### src/rtl/risc_v_id_ex.sv
// risc_v_id_ex -- ID/EX pipeline boundary of the 5-stage RISC-V core.
//
// Decodes main control from the ID-stage opcode and registers operands,
// function fields, register indices and control into the EX stage.
// Detects load-use hazards against the instruction currently in EX and
// stalls PC / IF-ID for one cycle, inserting a bubble. A taken branch
// (PCSrc) flushes IF/ID and also bubbles EX; flush wins over a stall.
// STALL_COUNT is a saturating count of hazard-stall cycles.
//
// Ports:
//   clk, reset            clock (rising edge), async active-high reset
//   PCSrc                 taken branch resolved downstream (flush request)
//   *_ID                  decoded fields of the instruction in ID
//   PC_write, IF_ID_write combinational upstream enables (0 = stall)
//   IF_ID_flush           combinational IF/ID clear (follows PCSrc)
//   *_EX                  registered operands, fields and control
//   STALL_COUNT           saturating hazard-stall cycle counter
module risc_v_id_ex #(
  parameter int unsigned COUNT_W = 16
) (
  input  logic               clk,
  input  logic               reset,
  input  logic               PCSrc,
  input  logic [31:0]        PC_ID,
  input  logic [31:0]        IMM_ID,
  input  logic [31:0]        REG_DATA1_ID,
  input  logic [31:0]        REG_DATA2_ID,
  input  logic [2:0]         FUNCT3_ID,
  input  logic [6:0]         FUNCT7_ID,
  input  logic [6:0]         OPCODE_ID,
  input  logic [4:0]         RD_ID,
  input  logic [4:0]         RS1_ID,
  input  logic [4:0]         RS2_ID,
  output logic               PC_write,
  output logic               IF_ID_write,
  output logic               IF_ID_flush,
  output logic [31:0]        PC_EX,
  output logic [31:0]        IMM_EX,
  output logic [31:0]        REG_DATA1_EX,
  output logic [31:0]        REG_DATA2_EX,
  output logic [2:0]         FUNCT3_EX,
  output logic [6:0]         FUNCT7_EX,
  output logic [4:0]         RD_EX,
  output logic [4:0]         RS1_EX,
  output logic [4:0]         RS2_EX,
  output logic               RegWrite_EX,
  output logic               MemtoReg_EX,
  output logic               MemRead_EX,
  output logic               MemWrite_EX,
  output logic               ALUSrc_EX,
  output logic               Branch_EX,
  output logic [1:0]         ALUOp_EX,
  output logic [COUNT_W-1:0] STALL_COUNT
);

  typedef enum logic [6:0] {
    OP_R      = 7'b0110011,
    OP_I_ALU  = 7'b0010011,
    OP_LOAD   = 7'b0000011,
    OP_STORE  = 7'b0100011,
    OP_BRANCH = 7'b1100011
  } opcode_e;

  typedef struct packed {
    logic       reg_write;
    logic       mem_to_reg;
    logic       mem_read;
    logic       mem_write;
    logic       alu_src;
    logic       branch;
    logic [1:0] alu_op;
  } ctrl_t;

  // Main control decode
  ctrl_t ctrl_dec;
  logic  uses_rs2;

  always_comb begin
    ctrl_dec = '0;
    uses_rs2 = 1'b0;
    case (OPCODE_ID)
      OP_R: begin
        ctrl_dec.reg_write = 1'b1;
        ctrl_dec.alu_op    = 2'b10;
        uses_rs2           = 1'b1;
      end
      OP_I_ALU: begin
        ctrl_dec.reg_write = 1'b1;
        ctrl_dec.alu_src   = 1'b1;
        ctrl_dec.alu_op    = 2'b10;
      end
      OP_LOAD: begin
        ctrl_dec.reg_write  = 1'b1;
        ctrl_dec.mem_to_reg = 1'b1;
        ctrl_dec.mem_read   = 1'b1;
        ctrl_dec.alu_src    = 1'b1;
        ctrl_dec.alu_op     = 2'b00;
      end
      OP_STORE: begin
        ctrl_dec.mem_write = 1'b1;
        ctrl_dec.alu_src   = 1'b1;
        ctrl_dec.alu_op    = 2'b00;
        uses_rs2           = 1'b1;
      end
      OP_BRANCH: begin
        ctrl_dec.branch = 1'b1;
        ctrl_dec.alu_op = 2'b01;
        uses_rs2        = 1'b1;
      end
      default: begin
        ctrl_dec = '0;
        uses_rs2 = 1'b0;
      end
    endcase
  end

  // Pipeline state
  logic [31:0]        pc_q,    pc_d;
  logic [31:0]        imm_q,   imm_d;
  logic [31:0]        data1_q, data1_d;
  logic [31:0]        data2_q, data2_d;
  logic [2:0]         funct3_q, funct3_d;
  logic [6:0]         funct7_q, funct7_d;
  logic [4:0]         rd_q,    rd_d;
  logic [4:0]         rs1_q,   rs1_d;
  logic [4:0]         rs2_q,   rs2_d;
  ctrl_t              ctrl_q,  ctrl_d;
  logic [COUNT_W-1:0] stall_count_q, stall_count_d;

  // Hazard detection against the load currently in EX; x0 never hazards.
  logic hazard;
  logic stall;
  logic bubble;

  always_comb begin
    hazard = ctrl_q.mem_read && (rd_q != 5'd0) &&
             ((rd_q == RS1_ID) || (uses_rs2 && (rd_q == RS2_ID)));
    // Flush takes priority: a hazard under PCSrc is not a stall.
    stall  = hazard && !PCSrc;
    bubble = hazard || PCSrc;
  end

  always_comb begin
    pc_d     = PC_ID;
    imm_d    = IMM_ID;
    data1_d  = REG_DATA1_ID;
    data2_d  = REG_DATA2_ID;
    funct3_d = FUNCT3_ID;
    funct7_d = FUNCT7_ID;
    rd_d     = RD_ID;
    rs1_d    = RS1_ID;
    rs2_d    = RS2_ID;
    ctrl_d   = bubble ? '0 : ctrl_dec;

    stall_count_d = stall_count_q;
    if (stall && (stall_count_q != '1)) begin
      stall_count_d = stall_count_q + COUNT_W'(1);
    end
  end

  always_ff @(posedge clk or posedge reset) begin
    if (reset) begin
      pc_q          <= '0;
      imm_q         <= '0;
      data1_q       <= '0;
      data2_q       <= '0;
      funct3_q      <= '0;
      funct7_q      <= '0;
      rd_q          <= '0;
      rs1_q         <= '0;
      rs2_q         <= '0;
      ctrl_q        <= '0;
      stall_count_q <= '0;
    end else begin
      pc_q          <= pc_d;
      imm_q         <= imm_d;
      data1_q       <= data1_d;
      data2_q       <= data2_d;
      funct3_q      <= funct3_d;
      funct7_q      <= funct7_d;
      rd_q          <= rd_d;
      rs1_q         <= rs1_d;
      rs2_q         <= rs2_d;
      ctrl_q        <= ctrl_d;
      stall_count_q <= stall_count_d;
    end
  end

  // Upstream control; flush is held low while reset is asserted.
  always_comb begin
    PC_write    = !stall;
    IF_ID_write = !stall;
    IF_ID_flush = PCSrc && !reset;
  end

  always_comb begin
    PC_EX        = pc_q;
    IMM_EX       = imm_q;
    REG_DATA1_EX = data1_q;
    REG_DATA2_EX = data2_q;
    FUNCT3_EX    = funct3_q;
    FUNCT7_EX    = funct7_q;
    RD_EX        = rd_q;
    RS1_EX       = rs1_q;
    RS2_EX       = rs2_q;
    RegWrite_EX  = ctrl_q.reg_write;
    MemtoReg_EX  = ctrl_q.mem_to_reg;
    MemRead_EX   = ctrl_q.mem_read;
    MemWrite_EX  = ctrl_q.mem_write;
    ALUSrc_EX    = ctrl_q.alu_src;
    Branch_EX    = ctrl_q.branch;
    ALUOp_EX     = ctrl_q.alu_op;
    STALL_COUNT  = stall_count_q;
  end

endmodule

### config.mk
export PLATFORM = sky130hd
export DESIGN_NAME = risc_v_id_ex
export DESIGN_NICKNAME = d
export VERILOG_FILES = /design/src/rtl/risc_v_id_ex.sv
export SDC_FILE = /design/constraint.sdc
export NUM_CORES = 1
export LEC_CHECK = 0
export BUFFER_PORTS_ARGS = -buffer_cell sky130_fd_sc_hd__buf_2
export CAP_MARGIN = 20
export CORE_AREA = 2 2 135 137
export DETAILED_ROUTE_END_ITERATION = 8
export DIE_AREA = 0 0 137 139
export MAX_ROUTING_LAYER = met4
export SYNTH_ARGS = -nofsm -noshare
export SYNTH_HDL_FRONTEND = slang
export SYNTH_SLANG_ARGS = --single-unit
### constraint.sdc
create_clock -name clk -period 4.9 [get_ports clk]
set_input_delay 0.245 -clock clk [delete_from_list [all_inputs] [get_ports clk]]
set_output_delay 0.245 -clock clk [all_outputs]
set_load 0.02 [all_outputs]
* Word-level counts from Yosys, hierarchy flattened
Cells that the tools add are included.
Cells by class: add/sub/neg operators 1, equal/unequal tests 8, mux-type cells 8, reduce and logical (&&, ||, !) cells 16
Operator list (number):
- 16-bit by 1-bit adder with 16-bit output (second input constant) | 1
- 16-bit inequality test (second input constant) | 1
- 7-bit by 6-bit == test with 1-bit output (second input constant) | 2
- 5-bit == test | 2
- 3-bit OR reduction | 3
- 8-bit two-way mux | 1
- 7-bit by 2-bit == test with 1-bit output (second input constant) | 1
- 7-bit by 5-bit == test with 1-bit output (second input constant) | 1
- 7-bit == test (second input constant) | 1
- 1-bit logical AND | 6
- 1-bit two-way mux | 5
- 5-bit nonzero test | 1
- 2-bit case mux with 2 select lines | 1
- 1-bit logical NOT | 3
- 1-bit logical OR | 2
- 2-bit two-way mux | 1
- 2-bit OR reduction | 1
Word-level totals: register bits 177, input port bits 163

* Longest topological paths before layout
Gate-level depths: netlist of the first run.
depth in word-level cells 8, gate-level depth with buffers 8

* Worst setup path before layout of the first run
OpenSTA, ideal clock, no wires.
kind reg-to-output, start point register rd_q[4] (netlist: RD_EX[4]), end point output port PC_write, data arrival time 1.934 ns, required time 4.655 ns, path slack 2.721 ns, stages on the path, launching flop included 9, path buffers 3, path through dfrtp_1 xnor2_1 nand3_1 nor4_1 or2_2 clkbuf_1 buf_4 nand2_1 buf_4
On the way: cells in the longest elaborated chain, start to end 6, elaborated cells between the ends (all ways) 9
RTL lines:
- from (decl) | RTL line 124 | logic [4:0] rd_q, rd_d;
- from (signal assigned) | RTL line 181 | rd_q <= rd_d;
- 5-bit == test | RTL line 137 | ((rd_q == RS1_ID) || (uses_rs2 && (rd_q == RS2_ID)));
- 1-bit logical AND | RTL line 137
- 1-bit logical OR | RTL line 137
- 1-bit logical AND * | RTL line 136 | hazard = ctrl_q.mem_read && (rd_q != 5'd0) &&
- 1-bit logical AND * | RTL line 139 | stall = hazard && !PCSrc;
- 1-bit logical NOT *
- to (decl) | RTL line 34 | output logic PC_write,
Mark *: on every way between the ends. The rest lies on a longest branch, timed or not.

* Final worst setup path of the first run
start point input port RS2_ID[4], end point output port PC_write
On the way: cells in the longest elaborated chain, start to end 6
RTL lines:
- from (decl) | RTL line 33 | input logic [4:0] RS2_ID,
- 5-bit == test | RTL line 137
- 1-bit logical AND | RTL line 137
- 1-bit logical OR | RTL line 137
- 1-bit logical AND | RTL line 136
- 1-bit logical AND | RTL line 139
- 1-bit logical NOT | RTL line 191 | PC_write = !stall;
Every way passes these cells.

==> impl_metrics.tcl, run 1 <==
set metrics [dict create \
    antenna_found_initial 0 \
    yosysWarnings 0 \
    fmax_mhz 388 \
    fin_cells 1025 \
    powerDensity_nw_per_um2 348 \
    syn_area_um2 5040 \
    initial_utilization_pct 28.6 \
    grt_max_degree 176 \
    required_ns 4.66 \
    first_iter_violations 140 \
    antenna_cells 0 \
    core_area_um2 17700 \
    clockBufferDepth 2 \
    placed_area_um2 7020 \
    die_h_um 139 \
    gp_congestion 0.861 \
    synth_edf_count 0 \
    rsz0062_at_grt "false" \
    grt_usage_pct 17.2 \
    ioPinCount 343 \
    postSynthAreaPerCell_um2 18.3 \
    cts.sinks 175 \
    finalMaxSlewViolations 0 \
    fin_area_um2 9130 \
    num_rows 49 \
    worstMarginPinSlew_ns 1.01 \
    p_leak_nw 4.58 \
    synth_ff_type "dfrtp_1" \
    run_status "complete, but fails checks" \
    slew_headroom_pct 32.6 \
    dpl.hpwl_um 10900 \
    violations "negative hold slack" \
    synth.area.top_cells "dfrtp_1 (87%), xnor2_1 (3.3%), nand3_1 (1.5%)" \
    min_period_ns 2.58 \
    ys_types 35 \
    synth_top_area_cell "dfrtp_1" \
    synth-async-reset-ratio_pct 100 \
    grt_pass1_vias 4631 \
    setup_violations 0 \
    synthCells 275 \
    fin_nets 948 \
    cts_tree "done" \
    finalHoldViolations 1 \
    drc 0 \
    cp-start-kind "primary input" \
    hold_path_class "in -> async" \
    port_buffers 342 \
    dr.pass1.iters 5 \
    wire_per_inst_um 15.8 \
    critical_path.max_fanout 16 \
    final.setup.tns_ns 0 \
    overflow 0 \
    drive_gt1_share_pct 47.7 \
    worstSetupPathType "in -> out" \
    crit_arrival_ns 2.34 \
    fp.dieW_um 137 \
    avgViaCountPerCell 4.10 \
    synth_seq_cells 175 \
    maxCapViolations 0 \
    cp-end-kind "output port" \
    ff2ff_setup_slack_ns 2.74 \
    cts.clk_slew.worst_paths_ns 0.07 \
    syn_to_final_growth_pct 81.0 \
    cts_setup_buffers 0 \
    final_antenna_net_count 0 \
    holdBufCountCts 153 \
    synth.top_cell.area_share_pct 86.8 \
    whs_ns -0.00227 \
    cts_inserted_buffers 17 \
    total_power_mw 3.18 \
    finalWirelength_um 16200 \
    clock_skew_ns 0.00314 \
    ys_seq_area_share_pct 86.8 \
    ctsResizeCount 0 \
    peakVddDrop_v 0.000216 \
    grt_pass1_wl_um 24000 \
    synth_nets 439 \
    post-route-period-util_pct 52.7 \
    htree_levels 4 \
    vias 4201 \
    clock_latency_ns 0.41 \
    die_area_um2 19000 \
    clock-root-buffer "clkbuf_16" \
    dp_cells 841 \
]
-- cell usage in the layout, fill, tap and decap left out, types with 2 or more instances in the layout --
master         Yosys  final
inv_8              0      3
buf_2              0    342
dlygate4sd3_1      0    153
nor2b_1            2      2
clkinv_8           0      3
xnor2_1           19     19
clkinvlp_4         0      3
and3_1             3      3
nor3_1             3      3
inv_6              0      3
clkbuf_16          0     17
clkinv_4           0      3
dfrtp_1          175    175
nor3b_1            3      3
nor4_1             2      2
nand2_1            7      7
nand3_1           15     15
nor2_1            10     10
and4_1             2      2
xor2_1             4      4
nand4_1            4      4
-- routing by layer --
metal  part of all wire, %  wire length, um  vias to the layer above  GRT usage [%]
met5                     0                0                        -              -
met4                   1.9              315                        0           5.70
met3                   8.6             1390                       25           5.99
met2                    52             8470                      219           30.2
met1                    37             5980                     2039           17.6
li1                      -                -                     1918              -
-- logic make-up after synthesis --
logic type | count (synthesis) | synth area share (%)
buffers and inverters | 8 | 1.04
xor gates and xnor gates | 23 | 3.99
AOI/OAI and AO/OA | 7 | 0.968
adders and majority gates | 1 | 0.248
and+or+nand+nor | 59 | 6.43
DFF | 175 | 86.8
muxes | 2 | 0.496
-- power breakdown --
part | total, mW | internal, mW | switching, mW
Combinational | 0.372 | 0.178 | 0.194
Sequential | 1.53 | 1.51 | 0.0206
Clock | 1.28 | 0.676 | 0.601
Total | 3.18 | 2.36 | 0.816
-- through the flow --
| stage | setup WS, ns | utilization [%] |
|---|---|---|
| 3_3_place_gp | 2.86 | 39.8 |
| 4_1_cts | 2.35 | 51.7 |
| 5_1_grt | 2.19 | 51.7 |
| 6_report | 2.32 | 51.7 |
| 3_5_place_dp | 2.81 | 39.8 |
| 2_1_floorplan | 2.42 | - |
-- registers in the layout (all words and copies together) (netlist names) --
register      flops
STALL_COUNT      16
REG_DATA2_EX     32
MemWrite_EX       1
RS1_EX            5
FUNCT7_EX         7
IMM_EX           32
PC_EX            32
RD_EX             5
RS2_EX            5
RegWrite_EX       1
ALUSrc_EX         1
MemRead_EX        1
ALUOp_EX          2
REG_DATA1_EX     32
FUNCT3_EX         3
-- layout make-up --
type / count / area (um^2)
clock buffer: 17 / 425
fill: 1487 / 8530
sequential: 175 / 4380
timing repair buffer: 496 / 3260
multi-input combinational: 92 / 612
tap: 229 / 287
clock inverter: 14 / 150
inverter: 2 / 11.3
-- critical path, stage by stage --
cell	delay [ns]
dlygate4sd3_1	0.52
buf_2	0.15
xnor2_1	0.16
nand3_1	0.11
nor4_1	0.43
or2_2	0.37
nand2_1	0.15
buf_2	0.19
-- synthesized netlist by cell type, types with 2 or more instances --
cell type / instances
nand2_1: 7
nor2_1: 10
xor2_1: 4
nor3b_1: 3
buf_4: 4
nor2b_1: 2
nor4_1: 2
and3_1: 3
dfrtp_1: 175
inv_1: 2
nor3_1: 3
nand4_1: 4
xnor2_1: 19
nand3_1: 15
and4_1: 2
-- final timing paths --
kind | end | cells after the start | start
setup / recovery | PC_write | 8 | RS2_ID[4]
hold / removal | RS1_EX[1] | 3 | reset
setup reg to reg | STALL_COUNT[1] | 6 | RD_EX[4]
hold reg to reg | STALL_COUNT[10] | 1 | STALL_COUNT[10]
max in group asynchronous | STALL_COUNT[13] | 3 | reset
min in group clk | MemRead_EX | 2 | OPCODE_ID[5]
Note: power is estimated with default switching activity, not from simulation.
==> run 2, diff against run 1 <==
Settings changed: ABC_AREA set to 1, CORE_AREA 2 2 135 137 to 2 2 134 136, DIE_AREA 0 0 137 139 to 0 0 136 138.
Clock period 4.9 ns to 2.6 ns, I/O delays scaled along.
==> run 2 against run 1 <==
Net effect: largest cell class unchanged; first-iteration DRC count is 2.9% higher; core utilization grew 2.2 points; register-to-register slack worse by 2.3 ns; cell count is 7.7% higher; setup slack got worse by 1.9 ns; sequential cell count stayed put; final area increased by 3.6%; synthesized cell count grew 25%; sequential power is 88% higher; combinational power up 93%; the run now ends clean.
==> impl_metrics.tcl, run 2 <==
set metrics [dict create \
    synth_nets 509 \
    first_iter_violations 144 \
    synth-async-reset-ratio_pct 100 \
    run_status "complete, no violations" \
    avgViaCountPerCell 4.08 \
    num_rows 49 \
    final_common_cell "buf_2" \
    synth.area.top_cells "dfrtp_1 (83%), nand2_1 (4.2%), xor2_1 (2.3%)" \
    worstSetupPathType "reg -> out" \
    dp_cells 912 \
    antenna_found_initial 2 \
    synth_ff_type "dfrtp_1" \
    postSynthAreaPerCell_um2 15.3 \
    synth_top_area_cell "dfrtp_1" \
    finalMaxSlewViolations 0 \
    finalHoldViolations 0 \
    core_area_um2 17500 \
    drt-met1-wl_um 6320 \
    clock_latency_ns 0.41 \
    dpl.hpwl_um 11700 \
    p_leak_nw 4.85 \
    slew_headroom_pct 49.2 \
    powerDensity_nw_per_um2 632 \
    crit_arrival_ns 2.05 \
    grt_max_degree 55 \
    fmax_mhz 458 \
    clock-root-buffer "clkbuf_16" \
    cp-end-kind "output port" \
    wl_met2_um 8740 \
    cts_inserted_buffers 17 \
    fin_cells 1104 \
    final.setup.tns_ns 0 \
    final_cell_mix "buf_2 (342), dfrtp_1 (175), dlygate4sd3_1 (158), nand2_1 (59), nor2_1 (20)" \
    ioPinCount 343 \
    cts.sinks 175 \
    grt_pass1_wl_um 26300 \
    synthTopCellsByCount "dfrtp_1 (175), nand2_1 (59), nor2_1 (20)" \
    drc 0 \
    whs_ns 0.130 \
    die_h_um 138 \
    syn_to_final_growth_pct 78.6 \
    maxCapViolations 0 \
    setup_violations 0 \
    rsz0062_at_grt "false" \
    required_ns 2.47 \
    routed.top_layer "met4" \
    gp_congestion 0.834 \
    wl_met3_um 1300 \
    cp-start-kind "flop" \
    holdBufCountCts 158 \
    drive_gt1_share_pct 44.1 \
    port_buffers 342 \
    yosysWarnings 0 \
    synth_edf_count 0 \
    syn_area_um2 5290 \
    critical_path.max_fanout 18 \
    clockBufferDepth 2 \
    synth.top_cell.area_share_pct 82.8 \
    fp.dieW_um 136 \
    grt_pass1_vias 5010 \
    hold_path_class "in -> reg" \
    finalWirelength_um 16900 \
    ys_seq_area_share_pct 82.8 \
    post-route-period-util_pct 84.0 \
    final_antenna_net_count 0 \
    die_area_um2 18800 \
    initial_utilization_pct 30.2 \
    htree_levels 4 \
    min_period_ns 2.18 \
    peakVddDrop_v 0.000398 \
    synth_seq_cells 175 \
    synth.most_common_cell "dfrtp_1" \
    dr.pass1.iters 4 \
    ys_types 23 \
    wire_per_inst_um 15.3 \
    clock_skew_ns 0.00939 \
    grt_usage_pct 18.8 \
    cts_tree "done" \
    ctsResizeCount 0 \
    synthCells 345 \
    fin_nets 1024 \
    worstMarginPinSlew_ns 0.760 \
    vias 4499 \
    overflow 0 \
    cts_setup_buffers 0 \
    cts.clk_slew.worst_paths_ns 0.07 \
]
[run 2: where the power goes]
part | switching [mW] | internal [mW] | total (mW)
sequential | 0.0368 | 2.84 | 2.88
combinational | 0.374 | 0.344 | 0.718
clock | 1.11 | 1.27 | 2.38
[run 2: worst max-delay path, stage by stage (launching register included)]
cell,delay [ns]
dfrtp_1,0.43
xnor2_1,0.17
nand2_1,0.07
nor2_1,0.09
nand3_1,0.14
a21oi_4,0.44
nand2_1,0.12
buf_2,0.19
[run 2: path summary, 6_finish.rpt]
| path | start | to | slack, ns | depth (start not counted) |
|---|---|---|---|---|
| min in group asynchronous | reset | STALL_COUNT[5] | 0.42 | 3 |
| max reg2reg | RD_EX[0] | ALUOp_EX[0] | 0.49 | 7 |
| max | RD_EX[0] | IF_ID_write | 0.42 | 7 |
| max in group asynchronous | reset | REG_DATA1_EX[26] | 1.47 | 4 |
| min reg2reg | STALL_COUNT[15] | STALL_COUNT[15] | 0.52 | 2 |
| min | OPCODE_ID[6] | MemRead_EX | 0.13 | 4 |
[run 2: layout make-up]
cell class	count	area, um^2
Inverter	20	78.8
Timing Repair Buffer	504	3360
Sequential cell	175	4380
Multi-Input combinational cell	142	786
Antenna cell	2	5.00
Clock buffer	19	433
Clock inverter	13	124
Fill cell	1472	8080
Tap cell	229	287
[run 2: cell families (layout without fill, tap and decap cells)]
| logic type | after synthesis | after routing | synth area share (%) |
|---|---|---|---|
| AOI/OAI and AO/OA | 3 | 3 | 0.496 |
| xor gates and xnor gates | 22 | 22 | 3.64 |
| adders and majority gates | 1 | 1 | 0.236 |
| buffers and inverters | 28 | 556 | 2.39 |
| DFF | 175 | 175 | 82.8 |
| other | 0 | 2 | 0 |
| and+or+nand+nor | 116 | 116 | 10.5 |
[run 2: per-stage QoR]
step / worst slack [ns] / power (mW) / utilization, % / instance area, um^2
6_report: 0.415 / 5.98 / 53.9 / 9450
5_1_grt: 0.160 / 6.27 / 53.9 / 9450
4_1_cts: 0.372 / 6.07 / 53.9 / 9450
3_5_place_dp: 0.650 / 3.46 / 41.7 / 7310
3_3_place_gp: 0.757 / 3.45 / 41.7 / 7310
2_1_floorplan: 0.231 / 3.16 / - / 5300
[run 2: per-layer routing]
| layer | track usage [%] | vias to the layer above |
|---|---|---|
| li1 | - | 2121 |
| met1 | 20.8 | 2150 |
| met2 | 31.6 | 193 |
| met3 | 5.54 | 35 |
| met4 | 7.51 | 0 |
| met5 | - | - |
==> run 3, diff against run 2 <==
Clock period 2.6 ns to 2.3 ns, I/O delays scaled along.
==> run 3 against run 2 <==
Net effect: combinational power rose by 12%; critical path type unchanged; highest routed layer unchanged; sequential cell count stayed put; core utilization grew 0.071 points; critical endpoint unchanged; clock-buffer cell count shrank 1; largest power group unchanged.
==> impl_metrics.tcl, run 3 (synthesis results as in run 2) <==
set metrics [dict create \
    run_status "complete, no violations" \
    p_int_mw 5.07 \
    wire_per_inst_um 15.3 \
    crit_arrival_ns 1.99 \
    dp_cells 912 \
    gp_congestion 0.777 \
    clock_latency_ns 0.42 \
    r2r_cells 8 \
    grt_pass1_wl_um 25800 \
    drive_gt1_share_pct 44.3 \
    path_delay_family "simple AND/OR/NAND/NOR gates" \
    clockBufferDepth 2 \
    dr.pass1.iters 4 \
    finalWirelength_um 16900 \
    holdPathStages 4 \
    grt_usage_pct 18.6 \
    ff2ff_setup_slack_ns 0.25 \
    htree_levels 4 \
    dpl.hpwl_um 11500 \
    final_common_cell "buf_2" \
    cts.sinks 175 \
    cts_inserted_buffers 17 \
    initial_utilization_pct 30.2 \
    hp-start "OPCODE_ID[6]" \
    setup_slack_ns 0.196 \
    required_ns 2.18 \
    antenna_found_initial 0 \
    port_buffers 342 \
    cts_tree "done" \
    p_sw_mw 1.78 \
    vias 4515 \
    final.setup.tns_ns 0 \
    grt_max_degree 105 \
    sw_frac_of_total_pct 25.9 \
    crit_path_top_delay_cell "dfrtp_1" \
    cts_setup_buffers 0 \
    peakVddDrop_v 0.000463 \
    cts.clk_slew.worst_paths_ns 0.06 \
    clkPwrFrac_pct 40.7 \
    first_iter_violations 166 \
    slew_headroom_pct 62.7 \
    cp-end-kind "output port" \
    fin_nets 1024 \
    p_leak_nw 4.86 \
    powerDensity_nw_per_um2 724 \
    total_power_mw 6.85 \
    rsz0062_at_grt "false" \
    drc 0 \
    r2r-start "RD_EX[0]" \
    setup_violations 0 \
    critical_path.max_fanout 18 \
    min_to "MemRead_EX" \
    grt_pass1_vias 4874 \
    final_antenna_net_count 0 \
    slowest_delay_ns 0.43 \
    fin_cells 1102 \
    syn_to_final_growth_pct 78.9 \
    rr_endpoint "ALUOp_EX[0]" \
    maxCapViolations 0 \
    finalMaxSlewViolations 0 \
    die_area_um2 18800 \
    path_common_cell "nand2_1" \
    die_h_um 138 \
    clock-root-buffer "clkbuf_16" \
    cp-start-kind "flop" \
    cp_num_buf_inv 2 \
    min_period_ns 2.10 \
    crit_chain "xnor2_1 -> nand2_1 -> nor2_1 -> nand3_1 -> a21oi_4 -> buf_6 -> nand2_1 -> buf_2" \
    worstSetupPathType "reg -> out" \
    pwr-share-comb_pct 11.7 \
    worstMarginPinSlew_ns 0.559 \
    final_cell_mix "buf_2 (342), dfrtp_1 (175), dlygate4sd3_1 (158), nand2_1 (59), nor2_1 (20)" \
    fp.dieW_um 136 \
    seq_power_share_pct 47.5 \
    fmax_mhz 475 \
    ioPinCount 343 \
    core_area_um2 17500 \
    overflow 0 \
    num_rows 49 \
    post-route-period-util_pct 91.5 \
    place_ws_ns 0.324 \
    avgViaCountPerCell 4.10 \
    clock_skew_ns 0.00930 \
    hold_path_class "in -> reg" \
    finalHoldViolations 0 \
    antenna_cells 0 \
]
## run 3: worst max-delay path by stage
stage | endpoint | from | cells past startpoint
3_5_place_dp | STALL_COUNT[5] | STALL_COUNT[0] | 9
3_3_place_gp | STALL_COUNT[0] | STALL_COUNT[0] | 9
2_1_floorplan | ALUOp_EX[0] | reset | 1
4_1_cts | IF_ID_write | RD_EX[0] | 8
6_report | IF_ID_write | RD_EX[0] | 8
5_1_grt | IF_ID_write | RD_EX[1] | 10
## run 3: repair_timing
item                                    CTS  global route
resized for setup                         0             1
hold endpoints to repair                333             0
hold buffers                            158             0
endpoints found under the setup margin    0             2
## run 3: power groups by stage
stage	registers [mW]	logic, mW	clock network, mW
after floorplan	3.50	0.0759	0
after global placement	3.31	0.588	0
after detailed placement	3.31	0.592	0
after CTS	3.25	0.810	2.89
after global routing	3.27	0.864	3.01
final	3.25	0.805	2.79
## run 3: routing by layer
metal / global-route usage, % / vias up / part of all wire (%)
met1: 20.4 / 2156 / 38
met5: - / - / 0
met3: 5.02 / 36 / 7.3
li1: - / 2128 / -
met2: 31.5 / 195 / 52
met4: 7.84 / 0 / 3.2
## run 3: area by class of cell
class | count | area (um^2)
Fill cell | 1506 | 8070
Tap cell | 229 | 287
Multi-Input combinational cell | 142 | 786
Clock inverter | 14 | 144
Clock buffer | 18 | 439
Sequential cell | 175 | 4380
Timing Repair Buffer | 504 | 3350
Inverter | 20 | 78.8
## run 3: tightest hold or removal path, cell delays in order
cell and delay, ns:
buf_2 0.09, inv_1 0.05, nand4_1 0.18, nor2_1 0.06
## run 3: stage by stage
step                utilization [%]  hold WS [ns]  cell area, um^2
floorplan                         -         0.146             5300
global placement               41.6         0.223             7300
detailed placement             41.6         0.224             7300
CTS                            54.0        0.0899             9460
global route                   54.0         0.154             9470
finish                         54.0         0.118             9470
